$ cat config.mk
export PLATFORM = sky130hd
export DESIGN_NAME = coh_sampler_mc
export DESIGN_NICKNAME = d
export VERILOG_FILES = /design/src/rtl/coh_pkg.sv /design/src/rtl/coh_channel.sv /design/src/rtl/coh_sampler_mc.sv
export SDC_FILE = /design/constraint.sdc
export NUM_CORES = 1
export LEC_CHECK = 0
export ABC_AREA = 1
export CAP_MARGIN = 5
export CORE_ASPECT_RATIO = 1.1
export CORE_MARGIN = 2
export CORE_UTILIZATION = 40
export CTS_CLUSTER_DIAMETER = 30
export DETAILED_ROUTE_END_ITERATION = 10
export MAX_ROUTING_LAYER = met4
export SLEW_MARGIN = 30
export SYNTH_ARGS = -nofsm -noshare
export SYNTH_HDL_FRONTEND = slang
export SYNTH_HIERARCHICAL = 1
export SYNTH_SLANG_ARGS = --single-unit
export TNS_END_PERCENT = 1
$ cat constraint.sdc
create_clock -name CLK -period 3.21 [get_ports CLK]
set_input_delay 0.321 -clock CLK [delete_from_list [all_inputs] [get_ports CLK]]
set_output_delay 0.321 -clock CLK [all_outputs]
set_load 0.02 [all_outputs]
$ cat src/rtl/coh_pkg.sv
// Shared encodings and parameter defaults for the multi-channel beat sampler.
package coh_pkg;
  typedef enum logic {
    MODE_ONES = 1'b0,
    MODE_EDGE = 1'b1
  } mode_e;

  localparam int CH_DEF     = 4;
  localparam int CW_DEF     = 8;
  localparam int PERIOD_DEF = 960;
  localparam int WIN_ID_W   = 8;
endpackage

$ cat src/rtl/coh_channel.sv
// One sampling channel: two-flop synchronizer, previous-sample flop and a
// saturating window counter whose result includes the current sample.
module coh_channel
  import coh_pkg::*;
#(
  parameter int CW = CW_DEF
) (
  input  logic          clk,
  input  logic          rst_n,
  input  logic          d_in,
  input  logic          en,
  input  mode_e         mode,
  input  logic          last,
  output logic [CW-1:0] res_count,
  output logic          res_sat
);
  logic          sync1_q, sync1_d;
  logic          sync2_q, sync2_d;
  logic          q_prev_q, q_prev_d;
  logic [CW-1:0] cnt_q, cnt_d;
  logic          sat_q, sat_d;
  logic          inc;
  logic          at_max;

  always_comb begin
    sync1_d  = d_in;
    sync2_d  = sync1_q;
    // q_prev follows q every cycle so edge detection spans window boundaries
    q_prev_d = sync2_q;
    inc      = (mode == MODE_EDGE) ? (sync2_q & ~q_prev_q) : sync2_q;
    at_max   = (cnt_q == {CW{1'b1}});
    res_count = (inc && !at_max) ? cnt_q + CW'(1) : cnt_q;
    res_sat   = sat_q | (inc & at_max);
    cnt_d = res_count;
    sat_d = res_sat;
    if (!en || last) begin
      cnt_d = '0;
      sat_d = 1'b0;
    end
  end

  always_ff @(posedge clk or negedge rst_n) begin
    if (!rst_n) begin
      sync1_q  <= 1'b0;
      sync2_q  <= 1'b0;
      q_prev_q <= 1'b0;
      cnt_q    <= '0;
      sat_q    <= 1'b0;
    end else begin
      sync1_q  <= sync1_d;
      sync2_q  <= sync2_d;
      q_prev_q <= q_prev_d;
      cnt_q    <= cnt_d;
      sat_q    <= sat_d;
    end
  end
endmodule

$ cat src/rtl/coh_sampler_mc.sv
// Multi-channel windowed beat sampler: window position, mode latch, one-entry
// result buffer with valid/ready handshake and sticky drop flag.
module coh_sampler_mc
  import coh_pkg::*;
#(
  parameter int CH     = CH_DEF,
  parameter int CW     = CW_DEF,
  parameter int PERIOD = PERIOD_DEF
) (
  input  logic                CLK,
  input  logic                RST,
  input  logic                EN,
  input  logic                MODE,
  input  logic [CH-1:0]       D_IN,
  output logic [CH*CW-1:0]    COUNT,
  output logic [CH-1:0]       SAT,
  output logic [WIN_ID_W-1:0] WIN_ID,
  output logic                COUNT_VALID,
  input  logic                COUNT_READY,
  output logic                OVF
);
  localparam int PW = (PERIOD > 1) ? $clog2(PERIOD) : 1;

  logic [PW-1:0]       pos_q, pos_d;
  mode_e               mode_q, mode_d;
  mode_e               mode_eff;
  logic                last;
  logic                drain;
  logic [CH*CW-1:0]    res_count;
  logic [CH-1:0]       res_sat;
  logic [CH*CW-1:0]    buf_count_q, buf_count_d;
  logic [CH-1:0]       buf_sat_q, buf_sat_d;
  logic [WIN_ID_W-1:0] buf_id_q, buf_id_d;
  logic [WIN_ID_W-1:0] win_cnt_q, win_cnt_d;
  logic                vld_q, vld_d;
  logic                ovf_q, ovf_d;

  genvar k;
  generate
    for (k = 0; k < CH; k++) begin : g_ch
      coh_channel #(.CW(CW)) u_ch (
        .clk       (CLK),
        .rst_n     (RST),
        .d_in      (D_IN[k]),
        .en        (EN),
        .mode      (mode_eff),
        .last      (last),
        .res_count (res_count[k*CW +: CW]),
        .res_sat   (res_sat[k])
      );
    end
  endgenerate

  always_comb begin
    // Position 0 uses MODE directly so the whole window sees one mode
    mode_eff = (pos_q == '0) ? mode_e'(MODE) : mode_q;
    last     = EN && (pos_q == PW'(PERIOD - 1));
    drain    = vld_q && COUNT_READY;

    mode_d = mode_q;
    if (EN && (pos_q == '0)) mode_d = mode_e'(MODE);

    pos_d = pos_q + PW'(1);
    if (!EN || last) pos_d = '0;

    vld_d       = vld_q & ~drain;
    buf_count_d = buf_count_q;
    buf_sat_d   = buf_sat_q;
    buf_id_d    = buf_id_q;
    win_cnt_d   = win_cnt_q;
    ovf_d       = ovf_q;
    if (last) begin
      win_cnt_d = win_cnt_q + WIN_ID_W'(1);
      if (!vld_q || drain) begin
        vld_d       = 1'b1;
        buf_count_d = res_count;
        buf_sat_d   = res_sat;
        buf_id_d    = win_cnt_q;
      end else begin
        ovf_d = 1'b1;
      end
    end
  end

  always_ff @(posedge CLK or negedge RST) begin
    if (!RST) begin
      pos_q       <= '0;
      mode_q      <= MODE_ONES;
      vld_q       <= 1'b0;
      buf_count_q <= '0;
      buf_sat_q   <= '0;
      buf_id_q    <= '0;
      win_cnt_q   <= '0;
      ovf_q       <= 1'b0;
    end else begin
      pos_q       <= pos_d;
      mode_q      <= mode_d;
      vld_q       <= vld_d;
      buf_count_q <= buf_count_d;
      buf_sat_q   <= buf_sat_d;
      buf_id_q    <= buf_id_d;
      win_cnt_q   <= win_cnt_d;
      ovf_q       <= ovf_d;
    end
  end

  assign COUNT       = buf_count_q;
  assign SAT         = buf_sat_q;
  assign WIN_ID      = buf_id_q;
  assign COUNT_VALID = vld_q;
  assign OVF         = ovf_q;
endmodule

### Yosys cells after proc, flatten, opt, wreduce, memory -nomap -nowiden

Index checks and enable logic that the tools add are counted.

* input port bits: 9
* flip-flop bits (word level): 113

* muxes and demuxes: 20
* add/subtract/negate cells: 6
* equal/unequal tests: 5
* reduce and logical (&&, ||, !) cells: 18
* bitwise operators: 19

Operators with widths (count)
* 2-to-1 mux 8 bit: 8
* adder 8 x 1 -> 8 bit (second input constant): 5
* equality test 8 bit (second input constant): 4
* 2-to-1 mux 1 bit: 11
* adder 10 x 1 -> 10 bit (second input constant): 1
* equality test 10 bit (second input constant): 1
* zero test 10 bit: 1
* 2-to-1 mux 10 bit: 1
* AND 1 bit: 9
* logical AND 1 bit: 7
* zero test 1 bit: 6
* inverter 1 bit: 6
* OR 1 bit: 4
* AND reduction 2 bit: 2
* logical OR 1 bit: 2

### Depth between registers and ports, before layout

Gate-level depths: netlist (run 1).

* depth in word-level cells: 6
* gate-level depth with buffers: 16

### Cells and area by module

The synthesis (run 1) kept the hierarchy.

Modules (own cells, without submodules)
* coh_sampler_mc: cells an instance 350, instances 1, seq. area each 1626.6 um^2, area an instance 3024.2 um^2
* coh_channel: cells an instance 87, instances 4, seq. area each 300.3 um^2, area an instance 650.6 um^2

### Least setup slack after synthesis (run 1)

No wires, ideal clock.

* path type: register -> register
* from: register pos_q[6]
* to: register buf_count_q[17] (netlist: COUNT[17])
* arrival: 1.804 ns
* cell stages (with the launch flop): 14
* setup time: 0.118 ns
* path slack: 1.288 ns
* cell sequence: dfrtp_1 > or2_2 > nor2_1 > nand2_1 > nand2_1 > nand2_1 > nand2_1 > nand2_1 > inv_1 > nand2_2 > o21ai_0 > inv_1 > nand4_1 > nand2_1

* cells in the longest elaborated chain, start to end: 5
* elaborated cells between the ends (all ways): 8

Ends and longest elaborated chain
* start: declaration: RTL line coh_sampler_mc.sv:24 `logic [PW-1:0] pos_q, pos_d;`
* start signal: assignment: RTL line coh_sampler_mc.sv:96 `pos_q <= pos_d;`
* zero test 10 bit: RTL line coh_sampler_mc.sv:56 `mode_eff = (pos_q == '0) ? mode_e'(MODE) : mode_q;`
* 2-to-1 mux 1 bit: RTL line coh_sampler_mc.sv:56
* net mode_eff: RTL line coh_sampler_mc.sv:26 `mode_e mode_eff;`
* 2-to-1 mux 1 bit: RTL line coh_channel.sv:30 `inc = (mode == MODE_EDGE) ? (sync2_q & ~q_prev_q) : sync2_q;`
* logical AND 1 bit: RTL line coh_channel.sv:32 `res_count = (inc && !at_max) ? cnt_q + CW'(1) : cnt_q;`
* 2-to-1 mux 8 bit: RTL line coh_channel.sv:32
* net res_count[17]: RTL line coh_sampler_mc.sv:29 `logic [CH*CW-1:0] res_count;`
* end signal: assignment: RTL line coh_sampler_mc.sv:99 `buf_count_q <= buf_count_d;`
* end: declaration: RTL line coh_sampler_mc.sv:31 `logic [CH*CW-1:0] buf_count_q, buf_count_d;`

The timed path passes the listed nets, and every way through them passes these cells.
A chain may end at the register's enable or synchronous reset.

### Worst setup path after layout (run 1)

* from: register pos_q[7]
* to: register buf_count_q[1] (netlist: COUNT[1])

The elaborated chain is that of the path after synthesis.

==> impl_metrics.env, run 1 <==
export IMPL_status="complete, but fails checks"
export IMPL_violations="hold timing"
export IMPL_max_slew_margin_rel_pct=46.96
export IMPL_clock_path_buffers=2
export IMPL_synthTopCellsByArea="dfrtp_1, nand2_1, nand4_1"
export IMPL_synth_area_leader_cell="dfrtp_1"
export IMPL_period_share_pct=72.73
export IMPL_syn_area_sq_um=5627
export IMPL_wl_per_cell_um=13.08
export IMPL_max_cap_violations=0
export IMPL_worst_hold_slack_ns=-0.008931
export IMPL_synthCells=698
export IMPL_grt_usage_pct=18.96
export IMPL_slew_violations=0
export IMPL_final_antenna_net_count=0
export IMPL_place_worst_setup_slack_ns=0.8830
export IMPL_io_buffers=54
export IMPL_cts_made_buffers=17
export IMPL_io_pins=55
export IMPL_synth_seq_cells=113
export IMPL_ff2ff_path_depth=13
export IMPL_synth_most_common_cell="nand2_1"
export IMPL_max_freq_mhz=428.3
export IMPL_h_tree_depth=4
export IMPL_synth_ff_type="dfrtp_1"
export IMPL_synth_common_cells="nand2_1, dfrtp_1, inv_1"
export IMPL_avgSynthCellArea_sq_um=8.061
export IMPL_start_util_pct=40.79
export IMPL_end_kind="flip-flop"
export IMPL_synthArstFlopShare_pct=100.0
export IMPL_yosysTopAreaCellShare_pct=50.26
export IMPL_rsz0062_at_grt="no"
export IMPL_cts_hold_buffers=0
export IMPL_diodes=0
export IMPL_cts_setup_buffers=0
export IMPL_crit_required_ns=3.51
export IMPL_area_growth_pct=22.84
export IMPL_drive_above_1_share_pct=10.53
export IMPL_power_w=0.003541
export IMPL_combPwrFrac_pct=4.6
export IMPL_die_y_um=128.4
export IMPL_p_int_w=0.002793
export IMPL_dieArea_sq_um=15030
export IMPL_grt_pass1_vias=4632
export IMPL_clk_latency_ns=0.41
export IMPL_p_switching_w=0.0007484
export IMPL_pwr_share_seq_pct=41.6
export IMPL_p_clk_share_pct=53.7
export IMPL_yosysSeqAreaShare_pct=50.26
export IMPL_p_leak_nw=3.633
export IMPL_vias=4598
export IMPL_antenna_found_initial=0
export IMPL_yosysUniqueCellTypes=28
export IMPL_ctsRootBufferMaster="clkbuf_16"
export IMPL_worstPathArrival_ns=2.63
export IMPL_vdd_ir_drop_max_mv=0.3049
export IMPL_cts_repair_resized=0
export IMPL_hold_path_class="in2async"
export IMPL_finalSetupViolations=0
export IMPL_drc_errors=0
export IMPL_switching_share_pct=21.13
export IMPL_final_setup_tns_ns=0
export IMPL_yosys_warnings=6
export IMPL_grt_max_degree=64
export IMPL_core_sq_um=13790
export IMPL_setup_ws_ns=0.8754
export IMPL_fill_cells=1360
export IMPL_dpl_hpwl_um=8295
export IMPL_fin_nets=773
export IMPL_synth_fp_nets=714
export IMPL_drtIter0Drc=244
export IMPL_die_x_um=117.1
export IMPL_reg2reg_slack_ns=0.88
export IMPL_hold_viol=2
export IMPL_wirelength_um=12520
export IMPL_cts_tree="built"
export IMPL_synth_edf_count=0
export IMPL_drt_first_pass_iters=5
export IMPL_setup_worst_path_start_class="flip-flop"
export IMPL_min_period_ns=2.335
export IMPL_power_density_nw_per_um2=512.3
export IMPL_num_rows=45
export IMPL_crit_fanout=5
export IMPL_grt_pass1_wl_um=21670
export IMPL_cts_clk_slew_worst_paths_ns=0.05
export IMPL_gp_congestion=0.8822
export IMPL_clkSinkCount=113
export IMPL_r2r_end="COUNT[1]"
export IMPL_viasPerCell=4.805
export IMPL_grt_ovfl_total=0
export IMPL_crit_type="reg2reg"
export IMPL_reg2reg_from="pos_q[7]"
export IMPL_skew_ns=0.01128
export IMPL_worst_pin_slew_ns=0.7956
-- state kept, by name (all words and copies together) (netlist names) --
register,count
g_ch.u_ch/sync1_q,4
COUNT,32
g_ch.u_ch/q_prev_q,4
WIN_ID,8
g_ch.u_ch/cnt_q,32
g_ch.u_ch/sat_q,4
pos_q,10
g_ch.u_ch/q_prev_d,4
mode_q,1
win_cnt_q,8
SAT,4
COUNT_VALID,1
OVF,1
-- power by group through the flow --
stage / Combinational, W / Clock, W / Sequential (W)
after floorplan: 0.0000993 / 0 / 0.00149
after global placement: 0.000163 / 0 / 0.00149
after detailed placement: 0.000168 / 0 / 0.00150
after CTS: 0.000168 / 0.00194 / 0.00147
after global routing: 0.000193 / 0.00203 / 0.00148
final: 0.000164 / 0.00190 / 0.00147
-- cell type report --
| type | count | area [sq um] | area share, % |
|---|---|---|---|
| Clock buffer | 26 | 499.2 | 7.223 |
| Clock inverter | 5 | 100.1 | 1.448 |
| Inverter | 91 | 341.6 | 4.942 |
| Multi-Input combinational cell | 475 | 2337 | 33.82 |
| Sequential cell | 113 | 2828 | 40.91 |
| Tap cell | 188 | 235.2 | 3.403 |
| Timing Repair Buffer | 59 | 570.5 | 8.255 |
-- per-layer routing --
layer,wire (um),global-route usage (%),vias up
li1,-,-,2344
met1,6134,24.82,2185
met2,6000,28.66,67
met3,334,5.181,2
met4,51,6.159,0
met5,0,-,-
-- how the worst max path moves through the flow --
| stage | cells past startpoint | slack [ns] | end | startpoint |
|---|---|---|---|---|
| 2_1_floorplan | 13 | 1.29 | COUNT[17] | pos_q[6] |
| 3_3_place_gp | 13 | 0.94 | COUNT[17] | pos_q[6] |
| 3_5_place_dp | 13 | 0.88 | COUNT[1] | pos_q[6] |
| 4_1_cts | 13 | 0.88 | COUNT[1] | pos_q[6] |
| 5_1_grt | 15 | 0.68 | COUNT[17] | pos_q[0] |
| 6_report | 13 | 0.88 | COUNT[1] | pos_q[7] |
-- cell families (layout without fill, tap and decap cells) --
family	Yosys count	after routing	synth area share, %
compound gates	25	25	2.980
fa+ha+maj	7	7	1.557
xor+xnor	6	6	0.9341
simple gates	437	437	36.07
flops	113	113	50.26
buf+inv	110	181	8.205
-- worst max-delay path, stage by stage, from the launching register on --
cell and delay [ns]:
dfrtp_1 0.43, or2_2 0.29, nor2_1 0.21, nand2_1 0.07
nand2_1 0.06, nand2_1 0.12, nand2_1 0.12, nand2_1 0.13
inv_1 0.17, nand2_2 0.09, o21ai_0 0.26, inv_1 0.08
nand4_1 0.12, nand2_1 0.06
-- layout by cell type, fill, tap and decap left out, types with 4 or more instances in the layout --
cell / instances
nor2_2: 10
nand3_1: 45
clkbuf_8: 4
buf_4: 6
o21ai_2: 4
ha_1: 7
nand4_1: 59
clkdlybuf4s50_1: 52
a21o_1: 4
clkbuf_16: 17
o21ai_0: 7
inv_2: 4
nand2_1: 235
inv_1: 87
a21oi_1: 5
clkbuf_1: 5
dfrtp_1: 113
nor2_1: 58
a21oi_2: 4
nand2_4: 5
nor2_4: 6
nand2_2: 11
-- stage by stage --
| step | instance area (sq um) | std cells | util (%) |
|---|---|---|---|
| 6_report | 6912 | 957 | 50.10 |
| 3_3_place_gp | 6312 | 926 | 45.76 |
| 2_1_floorplan | 5627 | 698 | - |
| 5_1_grt | 6912 | 957 | 50.10 |
| 4_1_cts | 6912 | 957 | 50.10 |
| 3_5_place_dp | 6312 | 926 | 45.76 |
(Power assumes the default switching activity.)
==> run 2, diff against run 1 <==
clock period = 2.3 ns   (was 3.21 ns; I/O delays follow)
==> run 2 against run 1 <==
The flow now finishes without violations. Non-clock buffer count increased by 4. Global-route usage decreased by 0.43 points. Worst setup slack got worse by 0.61 ns. Sequential power increased by 40%. Critical path depth increased by 1. Critical endpoint is now COUNT[29]. Cell count increased by 0.31%. Worst hold slack improved by 0.28 ns. Die area unchanged. Fmax increased by 15%. Count of clock-buffer cells in the layout decreased by 2. Power increased by 39%.
==> impl_metrics.env, run 2 (synthesis results as in run 1) <==
export IMPL_status="complete, no violations"
export IMPL_final_antenna_net_count=0
export IMPL_finalSetupViolations=0
export IMPL_drc_errors=0
export IMPL_final_seq_area_sq_um=2828
export IMPL_cts_clk_slew_worst_paths_ns=0.05
export IMPL_grt_ovfl_total=0
export IMPL_ctsRootBufferMaster="clkbuf_16"
export IMPL_hold_path_class="in2reg"
export IMPL_hold_viol=0
export IMPL_diodes=0
export IMPL_area_growth_pct=24.55
export IMPL_end_kind="flip-flop"
export IMPL_place_inst=929
export IMPL_grt_usage_pct=18.53
export IMPL_die_x_um=117.1
export IMPL_setup_worst_path_start_class="flip-flop"
export IMPL_skew_ns=0.01393
export IMPL_wl_per_cell_um=12.91
export IMPL_clk_latency_ns=0.41
export IMPL_grt_max_degree=54
export IMPL_max_cap_violations=0
export IMPL_rsz0062_at_grt="no"
export IMPL_final_setup_tns_ns=0
export IMPL_drive_above_1_share_pct=12.69
export IMPL_crit_required_ns=2.64
export IMPL_vias=4625
export IMPL_crit_type="reg2reg"
export IMPL_antenna_found_initial=0
export IMPL_vdd_ir_drop_max_mv=0.4352
export IMPL_crit_fanout=6
export IMPL_start_util_pct=40.79
export IMPL_io_pins=55
export IMPL_drtIter0Drc=316
export IMPL_worstPathArrival_ns=2.38
export IMPL_slew_violations=0
export IMPL_io_buffers=54
export IMPL_clock_path_buffers=2
export IMPL_fin_nets=777
export IMPL_h_tree_depth=4
export IMPL_grt_pass1_vias=4638
export IMPL_viasPerCell=4.818
export IMPL_num_rows=45
export IMPL_dpl_hpwl_um=8324
export IMPL_p_leak_nw=3.661
export IMPL_min_period_ns=2.033
export IMPL_multi_input_area_sq_um=2389
export IMPL_max_slew_margin_rel_pct=59.77
export IMPL_max_freq_mhz=491.9
export IMPL_clkSinkCount=113
export IMPL_cts_tree="built"
export IMPL_final_common_cell="nand2_1"
export IMPL_layout_common_cells="nand2_1, dfrtp_1, inv_1"
export IMPL_worst_pin_slew_ns=0.6035
export IMPL_grt_pass1_wl_um=21250
export IMPL_drt_first_pass_iters=4
export IMPL_gp_congestion=0.8609
export IMPL_period_share_pct=88.40
export IMPL_instances_no_fill=960
export IMPL_die_y_um=128.4
export IMPL_wirelength_um=12390
export IMPL_fill_cells=1323
export IMPL_cts_made_buffers=17
export IMPL_dieArea_sq_um=15030
export IMPL_power_density_nw_per_um2=704.2
export IMPL_core_sq_um=13790
## run 2: final timing paths
check                                     startpoint  slack [ns]               endpoint  depth (start not counted)
max in group asynchronous                        RST        1.22   g_ch[1].u_ch/sync1_q                          3
worst max-delay path                        pos_q[6]        0.27              COUNT[29]                         14
worst min-delay path                              EN        0.27           win_cnt_q[3]                          5
worst max register to register              pos_q[6]        0.27              COUNT[29]                         14
worst min register to register  g_ch[1].u_ch/sync1_q        0.35  g_ch[1].u_ch/q_prev_d                          0
min in group asynchronous                        RST        0.37              WIN_ID[6]                          2
## run 2: metal layers
metal,share of wire [%],track usage [%],vias up
met4,1.3,6.851,0
met2,47,28.90,76
met3,3.0,4.522,12
met5,0,-,-
met1,48,23.44,2191
li1,-,-,2346
## run 2: worst max-delay path, stage by stage, from the launching register on
cell	delay [ns]
dfrtp_1	0.41
or2_2	0.34
nor2_4	0.14
nand2_1	0.07
nand2_1	0.07
nand2_2	0.09
nand2_1	0.09
nand2_2	0.10
nor2_4	0.20
nand3_1	0.09
nand2_1	0.08
nand2_1	0.07
inv_1	0.05
nand4_1	0.08
nand2_1	0.08
## run 2: power breakdown
| group | switching [W] | leakage, nW | internal [W] |
|---|---|---|---|
| sequential | 0.0000302 | 1.54 | 0.00203 |
| combinational | 0.000178 | 1.83 | 0.0000729 |
| clock | 0.000856 | 0.290 | 0.00177 |
## run 2: area by class of cell
class / count / area share [%]
well taps: 188 / 3.357
inverters: 91 / 4.874
repair buffers: 63 / 8.963
flip-flops and latches: 113 / 40.35
multi-input cells: 475 / 34.08
clock buffers: 24 / 6.874
clock inverters: 6 / 1.500
## run 2: per-stage QoR
step / area, sq um / util (%) / setup slack (ns) / power [W] / hold WS, ns
floorplan: 5627 / - / 0.3782 / 0.002220 / -0.06559
global placement: 6360 / 46.10 / 0.1475 / 0.002317 / 0.2703
detailed placement: 6360 / 46.10 / 0.05077 / 0.002326 / 0.2844
CTS: 6957 / 50.43 / 0.02252 / 0.004984 / 0.2544
global route: 7008 / 50.80 / 0.05663 / 0.005131 / 0.2556
finish: 7008 / 50.80 / 0.2669 / 0.004935 / 0.2664
## run 2: timing repair
action | in CTS | in global routing
resized for setup | 0 | 23
endpoints found under the setup margin | 0 | 49
hold buffers | 1 | 0
hold endpoints to repair | 44 | 0
buffers inserted | 0 | 0
==> run 3, diff against run 2 <==
RECOVER_POWER = 25   (was unset)
==> run 3 against run 2 <==
Sequential share of layout area barely moved. Cell count unchanged. Largest power group unchanged. Die area did not move. Largest cell class unchanged. Global-route usage unchanged. Critical endpoint unchanged. Register-to-register slack barely moved. Combinational power barely moved.
==> impl_metrics.env, run 3 (synthesis results as in run 1) <==
export IMPL_status="complete, no violations"
export IMPL_final_common_cell="nand2_1"
export IMPL_switching_share_pct=21.65
export IMPL_dpl_hpwl_um=8324
export IMPL_place_worst_setup_slack_ns=0.05077
export IMPL_fin_area_sq_um=7003
export IMPL_cts_setup_buffers=0
export IMPL_drc_errors=0
export IMPL_crit_required_ns=2.64
export IMPL_area_growth_pct=24.46
export IMPL_multi_input_area_sq_um=2389
export IMPL_power_w=0.004937
export IMPL_io_pins=55
export IMPL_p_int_w=0.003868
export IMPL_dieArea_sq_um=15030
export IMPL_vias=4637
export IMPL_grt_max_degree=54
export IMPL_clock_path_buffers=2
export IMPL_crit_fanout=6
export IMPL_start_util_pct=40.79
export IMPL_viasPerCell=4.830
export IMPL_max_freq_mhz=488.7
export IMPL_io_buffers=54
export IMPL_worst_pin_slew_ns=1.176
export IMPL_fin_util_pct=50.77
export IMPL_cts_made_buffers=17
export IMPL_fill_cells=1325
export IMPL_worstPathArrival_ns=2.39
export IMPL_antenna_found_initial=0
export IMPL_min_period_ns=2.046
export IMPL_max_slew_margin_rel_pct=21.63
export IMPL_ctsRootBufferMaster="clkbuf_16"
export IMPL_diodes=0
export IMPL_finalSetupViolations=0
export IMPL_p_switching_w=0.001069
export IMPL_fin_nets=777
export IMPL_slew_violations=0
export IMPL_rsz0062_at_grt="no"
export IMPL_gp_congestion=0.8609
export IMPL_pwr_share_seq_pct=41.7
export IMPL_final_antenna_net_count=0
export IMPL_core_sq_um=13790
export IMPL_end_kind="flip-flop"
export IMPL_setup_worst_path_start_class="flip-flop"
export IMPL_skew_ns=0.008108
export IMPL_die_x_um=117.1
export IMPL_wl_per_cell_um=12.96
export IMPL_drt_first_pass_iters=5
export IMPL_p_leak_nw=3.661
export IMPL_hold_viol=0
export IMPL_final_setup_tns_ns=0
export IMPL_final_seq_area_sq_um=2828
export IMPL_max_cap_violations=0
export IMPL_p_clk_share_pct=53.3
export IMPL_power_density_nw_per_um2=705.0
export IMPL_grt_pass1_vias=4638
export IMPL_grt_pass1_wl_um=21250
export IMPL_setup_ws_ns=0.2538
export IMPL_clk_latency_ns=0.41
export IMPL_drive_above_1_share_pct=12.69
export IMPL_layout_common_cells="nand2_1, dfrtp_1, inv_1"
export IMPL_grt_usage_pct=18.53
export IMPL_hold_path_class="in2reg"
export IMPL_drtIter0Drc=290
export IMPL_combPwrFrac_pct=5.1
export IMPL_vdd_ir_drop_max_mv=0.4376
export IMPL_clkSinkCount=113
export IMPL_cts_clk_slew_worst_paths_ns=0.05
export IMPL_crit_type="reg2reg"
export IMPL_die_y_um=128.4
export IMPL_h_tree_depth=4
export IMPL_cts_tree="built"
export IMPL_post_dp_cell_area_sq_um=6360
export IMPL_period_share_pct=88.96
export IMPL_grt_ovfl_total=0
export IMPL_wirelength_um=12440
export IMPL_num_rows=45
==> run 3: path summary, 6_finish.rpt <==
check	from	end	slack (ns)	depth (start not counted)
max in group asynchronous	RST	g_ch[2].u_ch/cnt_q[0]	0.68	3
hold reg to reg	g_ch[1].u_ch/sync1_q	g_ch[1].u_ch/q_prev_d	0.35	0
min in group asynchronous	RST	WIN_ID[6]	0.59	2
hold / removal	EN	win_cnt_q[3]	0.27	5
setup / recovery	pos_q[6]	COUNT[29]	0.25	14
setup reg to reg	pos_q[6]	COUNT[29]	0.25	14
==> run 3: layout make-up <==
class / instances / share of cell area, %
clock buffers: 24 / 6.879
clock inverters: 6 / 1.501
inverters: 91 / 4.878
multi-input cells: 475 / 34.11
flip-flops and latches: 113 / 40.38
well taps: 188 / 3.359
repair buffers: 63 / 8.898
==> run 3: repair_timing <==
item,CTS,global route
resized for setup,0,23
hold buffers,1,0
hold endpoints to repair,44,0
endpoints found under the setup margin,0,49
==> run 3: critical path: stages, from the launching register on <==
cell	delay [ns]
dfrtp_1	0.41
or2_2	0.34
nor2_4	0.14
nand2_1	0.07
nand2_1	0.07
nand2_2	0.09
nand2_1	0.10
nand2_2	0.11
nor2_4	0.20
nand3_1	0.09
nand2_1	0.08
nand2_1	0.07
inv_1	0.05
nand4_1	0.08
nand2_1	0.08
==> run 3: per-stage QoR <==
stage	hold slack (ns)	std cells
floorplan	-0.06559	698
global placement	0.2703	929
detailed placement	0.2844	929
CTS	0.2544	960
global route	0.2863	960
finish	0.2708	960
==> run 3: power groups by stage <==
| stage | Sequential, W | Clock (W) | Combinational, W |
|---|---|---|---|
| 2_1_floorplan | 0.00208 | 0 | 0.000139 |
| 5_1_grt | 0.00206 | 0.00277 | 0.000292 |
| 4_1_cts | 0.00206 | 0.00269 | 0.000239 |
| 3_5_place_dp | 0.00209 | 0 | 0.000237 |
| 3_3_place_gp | 0.00209 | 0 | 0.000229 |
| 6_report | 0.00206 | 0.00263 | 0.000250 |
==> run 3: per-layer routing <==
layer	vias to the layer above	GRT usage [%]	part of all wire (%)
li1	2344	-	-
met1	2203	23.44	48
met2	74	28.90	47
met3	16	4.522	3.2
met4	0	6.851	1.5
met5	-	-	0
